[src/rtl/button_cmd_gen.sv]
// button_cmd_gen: turns three raw, bouncy push buttons (clear, up, down)
// into clean one-hot single-cycle command pulses for the level FSM.
// It also auto-repeats up/down while they are held.
// Pipeline per bit: 2-flop synchronizer -> debounce -> rising-edge detect.
// Up/down each have a repeat FSM. One arbiter picks the single pulse to emit.
module button_cmd_gen #(
  parameter int DEBOUNCE_CYCLES = 1000000,
  parameter int REPEAT_DELAY    = 50000000,
  parameter int REPEAT_PERIOD   = 10000000,
  parameter int REPEAT_EN       = 1
) (
  input  logic       i_clk,
  input  logic       i_reset,
  input  logic [2:0] i_btnRaw,
  output logic [2:0] o_button,
  output logic [2:0] o_btnLevel
);

  localparam int CW   = $clog2(DEBOUNCE_CYCLES + 1);
  localparam int TMAX = (REPEAT_DELAY > REPEAT_PERIOD) ? REPEAT_DELAY : REPEAT_PERIOD;
  // The timer only ever holds load values up to TMAX-1.
  localparam int TW   = $clog2(TMAX);

  localparam logic [CW-1:0] DB_LAST     = CW'(DEBOUNCE_CYCLES);
  localparam logic [TW-1:0] DELAY_LOAD  = TW'(REPEAT_DELAY - 1);
  localparam logic [TW-1:0] PERIOD_LOAD = TW'(REPEAT_PERIOD - 1);

  typedef enum logic [1:0] {
    IDLE,
    DELAY,
    REPEAT
  } rep_state_e;

  logic [2:0]    sync1;
  logic [2:0]    sync2;
  logic [2:0]    level;
  logic [2:0]    level_q;
  logic [2:0]    press;
  logic [2:0]    evt;
  logic [2:1]    rep_evt;
  logic [CW-1:0] db_cnt [3];

  // Two-flop synchronizer for the asynchronous raw buttons.
  always_ff @(posedge i_clk or posedge i_reset) begin
    if (i_reset) begin
      sync1 <= '0;
      sync2 <= '0;
    end else begin
      sync1 <= i_btnRaw;
      sync2 <= sync1;
    end
  end

  for (genvar g = 0; g < 3; g++) begin : g_debounce
    // Count consecutive cycles that disagree with the stable level.
    // Toggle the level once the count reaches DEBOUNCE_CYCLES.
    always_ff @(posedge i_clk or posedge i_reset) begin
      if (i_reset) begin
        db_cnt[g] <= '0;
        level[g]  <= 1'b0;
      end else if (db_cnt[g] == DB_LAST) begin
        db_cnt[g] <= '0;
        level[g]  <= ~level[g];
      end else if (sync2[g] != level[g]) begin
        db_cnt[g] <= db_cnt[g] + 1'b1;
      end else begin
        db_cnt[g] <= '0;
      end
    end
  end

  // Registered copy of the stable level, used to find rising edges.
  always_ff @(posedge i_clk or posedge i_reset) begin
    if (i_reset) begin
      level_q <= '0;
    end else begin
      level_q <= level;
    end
  end

  assign press      = level & ~level_q;
  assign o_btnLevel = level;

  for (genvar g = 1; g < 3; g++) begin : g_repeat
    rep_state_e    state;
    logic [TW-1:0] timer;
    logic          abort;

    // Leave repeat mode on release, on the opposite direction, or on clear.
    assign abort      = !level[g] || level[3-g] || level[0];
    assign rep_evt[g] = (state != IDLE) && (timer == '0) && !abort;

    // Repeat FSM. It arms only on a press pulse that actually won arbitration.
    always_ff @(posedge i_clk or posedge i_reset) begin
      if (i_reset) begin
        state <= IDLE;
        timer <= '0;
      end else if ((REPEAT_EN == 0) || abort) begin
        state <= IDLE;
        timer <= '0;
      end else begin
        case (state)
          IDLE: begin
            if (evt[g]) begin
              state <= DELAY;
              timer <= DELAY_LOAD;
            end
          end
          DELAY: begin
            if (timer == '0) begin
              state <= REPEAT;
              timer <= PERIOD_LOAD;
            end else begin
              timer <= timer - 1'b1;
            end
          end
          REPEAT: begin
            if (timer == '0) begin
              timer <= PERIOD_LOAD;
            end else begin
              timer <= timer - 1'b1;
            end
          end
          default: begin
            state <= IDLE;
            timer <= '0;
          end
        endcase
      end
    end
  end

  // Fixed-priority arbitration: clear > up > down.
  // Losing events are dropped, and an active clear level mutes up and down.
  always_comb begin
    evt = '0;
    if (press[0]) begin
      evt = 3'b001;
    end else if (!level[0]) begin
      if (press[1] || rep_evt[1]) begin
        evt = 3'b010;
      end else if (press[2] || rep_evt[2]) begin
        evt = 3'b100;
      end
    end
  end

  // Registered command output.
  always_ff @(posedge i_clk or posedge i_reset) begin
    if (i_reset) begin
      o_button <= '0;
    end else begin
      o_button <= evt;
    end
  end

endmodule

[config.mk]
export PLATFORM = sky130hd
export DESIGN_NAME = button_cmd_gen
export DESIGN_NICKNAME = d
export VERILOG_FILES = /design/src/rtl/button_cmd_gen.sv
export SDC_FILE = /design/constraint.sdc
export NUM_CORES = 1
export LEC_CHECK = 0
export CORE_AREA = 8 8 127 117
export CTS_BUF_LIST = sky130_fd_sc_hd__clkbuf_16
export DETAILED_ROUTE_END_ITERATION = 10
export DIE_AREA = 0 0 135 125
export GPL_ROUTABILITY_DRIVEN = 1
export PLACE_DENSITY_LB_ADDON = 0.12
export SLEW_MARGIN = 15
export SYNTH_ARGS = -nofsm -noshare
export SYNTH_HDL_FRONTEND = slang
export SYNTH_SLANG_ARGS = --single-unit
[constraint.sdc]
create_clock -name i_clk -period 3.93 [get_ports i_clk]
set_clock_uncertainty 0.2 [all_clocks]
set_input_delay 0.5895 -clock i_clk [delete_from_list [all_inputs] [get_ports i_clk]]
set_output_delay 0.5895 -clock i_clk [all_outputs]
set_load 0.01 [all_outputs]
==> run metrics <==
largest net degree at the start of global routing 40; CTS Root Cell clkbuf_16; PortBufs 10; combinational share of power 2.3%; final WL 16100 um; number of global-route vias before repair 5580; worst setup path end g_repeat[1].timer[14]; post-synthesis cell count 766; syn_nets 790; clock buffer depth 2; layout cells sized above 1 6.32%; Avg Cell Area, Syn 9.25 um2; first-pass GRT wire length 27200 um; Leakage 3.67 nW; gr usage total 19.5%; GP Congestion 0.895; Slew Limit Fails 0; Post-Synthesis Cell Area 7090 um2; Post-synth EDFFs 0; R2R depth 5; Setup Buffers After CTS 0; Detail Placement HPWL 10900 um; switch share 22.2%; met2 usage 30.7%; Setup-failing EPs final 0; layer with the highest usage met2; RSZ-0062 raised after global routing false; Clk pin slew, worst setup/hold paths 0.06 ns; routing usage on met1 26.0%; HP Class flop to flop; Final Hold Viols 0; status finished clean; DP Area 7360 um2; post-CTS sizing 0; PD cells 374 nW/um2; r2r startpoint g_repeat[1].timer[17]; Crit. Startpoint g_repeat[1].timer[17]; post-synth top area cell dfrtp_1; Num CTS Buffers 17; CTS Hold Bufs 0; fin nets 802; clk_lat worst skew 0.42 ns; FMAX 0.347 GHz; Synth area leaders dfrtp_1, nor2_1, xor2_1; critical path class flop to flop; worst-path fanout max 10; chip height 125 um; crit start category flop; post-synth cell types 67; WP data required 4.03 ns; post-layout minimum cycle time 2.88 ns; post-synthesis sequential area ratio 46.3%; fin area 7930 um2; initial antenna violation count 0; slew of the pin with the lowest slew margin 0.836 ns; H-tree depth 4; WP data arrival 2.98 ns; Initial Util 54.9%; met3 GRT Util 4.68%; FF+latch count, synth 131; worst vdd ir 0.000298 V; Die X 135 um; CTS tree built; die area 16900 um2; Main synth FF type dfrtp_1; total net switching power 0.657 mW; critical path capture point type flop; setup tns final 0 ns; # DRC 0; Tcrit/Tclk final 73.2%; Routed Antenna Nets 0; vias per cell 6.15; # rows 40; post-synth top area share 46.3%; maxcap violations 0; synth warn 0; fraction of registers with async set/reset 100%; Core ar. 12900 um2; Placed Cells 927; Internal Power 2.31 mW; worst r2r dst g_repeat[1].timer[14]; drt first pass iters 6; max_slew headroom 44.1%; Avg WL per Cell 16.8 um; drt initial violations 528; IO Pins 11; Via Count 5897; Reg power frac 46.2%; grt total ovfl 0; diode count 0; Clock power frac 51.4%; clock sinks 131; reg2reg setup slack 1.05 ns; area grow syn2layout 11.9%; Non-Filler Instances 959
how the worst min path moves through the flow:
stage	cells past startpoint	to	slack, ns	from
5_1_grt	0	sync2[0]	0.16	sync1[0]
2_1_floorplan	0	sync2[0]	0.13	sync1[0]
6_report	0	sync2[0]	0.15	sync1[0]
3_3_place_gp	0	sync2[1]	0.14	sync1[1]
4_1_cts	0	sync2[0]	0.15	sync1[0]
3_5_place_dp	0	sync2[0]	0.14	sync1[0]
cell families (layout without fill, tap and decap cells):
kind of cell / after synthesis / count (layout) / share of synthesized area [%]
AOI/OAI and AO/OA: 135 / 135 / 12.8
muxes: 4 / 4 / 0.565
and+or+nand+nor: 365 / 365 / 26.9
DFF: 131 / 131 / 46.3
xor gates and xnor gates: 59 / 59 / 7.29
adders and majority gates: 19 / 19 / 3.36
buffers and inverters: 53 / 78 / 2.84
power groups by stage:
stage	Combinational [mW]	Clock (mW)	Sequential, mW
after floorplan	0.0490	0	1.39
after global placement	0.0679	0	1.39
after detailed placement	0.0720	0	1.39
after CTS	0.0722	1.56	1.37
after global routing	0.0823	1.61	1.37
final	0.0688	1.52	1.37
critical path, stage by stage, from the launching register on:
cell and delay [ns]:
dfrtp_1 0.43, nor4_1 0.64, nand3_1 0.30, o31ai_2 0.72, o21ai_1 0.15, a211o_1 0.31
state kept, by name, summed over array words and instances (netlist names):
register / cells
sync2: 3
g_repeat.timer: 52
g_repeat.state: 4
level_q: 3
db_cnt: 60
sync1: 3
o_btnLevel: 3
o_button: 3
synthesized netlist by cell type (6+ instances only):
cell / number
dfrtp_1: 131
nor2_1: 112
nand2_1: 56
nand3_1: 49
a21oi_1: 37
xor2_1: 37
nor3_1: 31
inv_1: 28
o21ai_0: 25
clkbuf_1: 23
xnor2_1: 22
nand4_1: 21
ha_1: 19
nor4_1: 11
or4_1: 10
a211o_1: 9
a31oi_1: 9
and4_1: 9
nor4b_1: 9
or3_1: 8
nand2b_1: 7
nand3b_1: 6
area by class of cell:
cell class / count / area (um2)
Fill cell: 1083 / 4980
Multi-Input combinational cell: 582 / 3610
Sequential cell: 131 / 3280
Clock buffer: 17 / 425
Tap cell: 168 / 210
Timing Repair Buffer: 18 / 160
Clock inverter: 15 / 143
Inverter: 28 / 109
stage by stage:
stage | setup slack [ns] | power [mW] | util, % | hold slack [ns]
6_report | 1.05 | 2.96 | 61.4 | 0.147
5_1_grt | 0.940 | 3.06 | 61.4 | 0.161
4_1_cts | 1.13 | 3.00 | 61.4 | 0.150
3_5_place_dp | 1.13 | 1.47 | 57.0 | 0.137
3_3_place_gp | 1.28 | 1.46 | 57.0 | 0.136
2_1_floorplan | 1.52 | 1.44 | - | 0.131
routing by layer:
layer	routed length, um	vias up
met3	903	20
met1	7290	2887
li1	-	2795
met5	0	-
met2	7720	195
met4	180	0
cell usage in the layout (no fill, tap or decap), types with 4 or more instances in the layout:
master,n
nand4_1,21
a211o_1,9
o311ai_1,4
buf_4,8
nand3b_1,6
o211ai_1,4
o31ai_1,4
nor4b_1,9
mux2i_1,4
nand2b_1,7
a31oi_1,9
nand2_1,56
xor2_1,37
nor3_1,31
or4_1,10
clkinv_4,4
nor3b_1,5
nor4_1,11
nor2b_1,4
nand3_1,49
xnor2_1,22
and3_1,5
a21oi_1,37
clkbuf_16,17
dfrtp_1,131
and2_1,4
o21ai_1,5
clkdlybuf4s50_1,10
ha_1,19
and4_1,9
inv_1,29
or3_1,8
clkinv_2,4
o21ai_0,25
nor2_1,112
No activity file was read; power rests on OpenSTA's default activity.
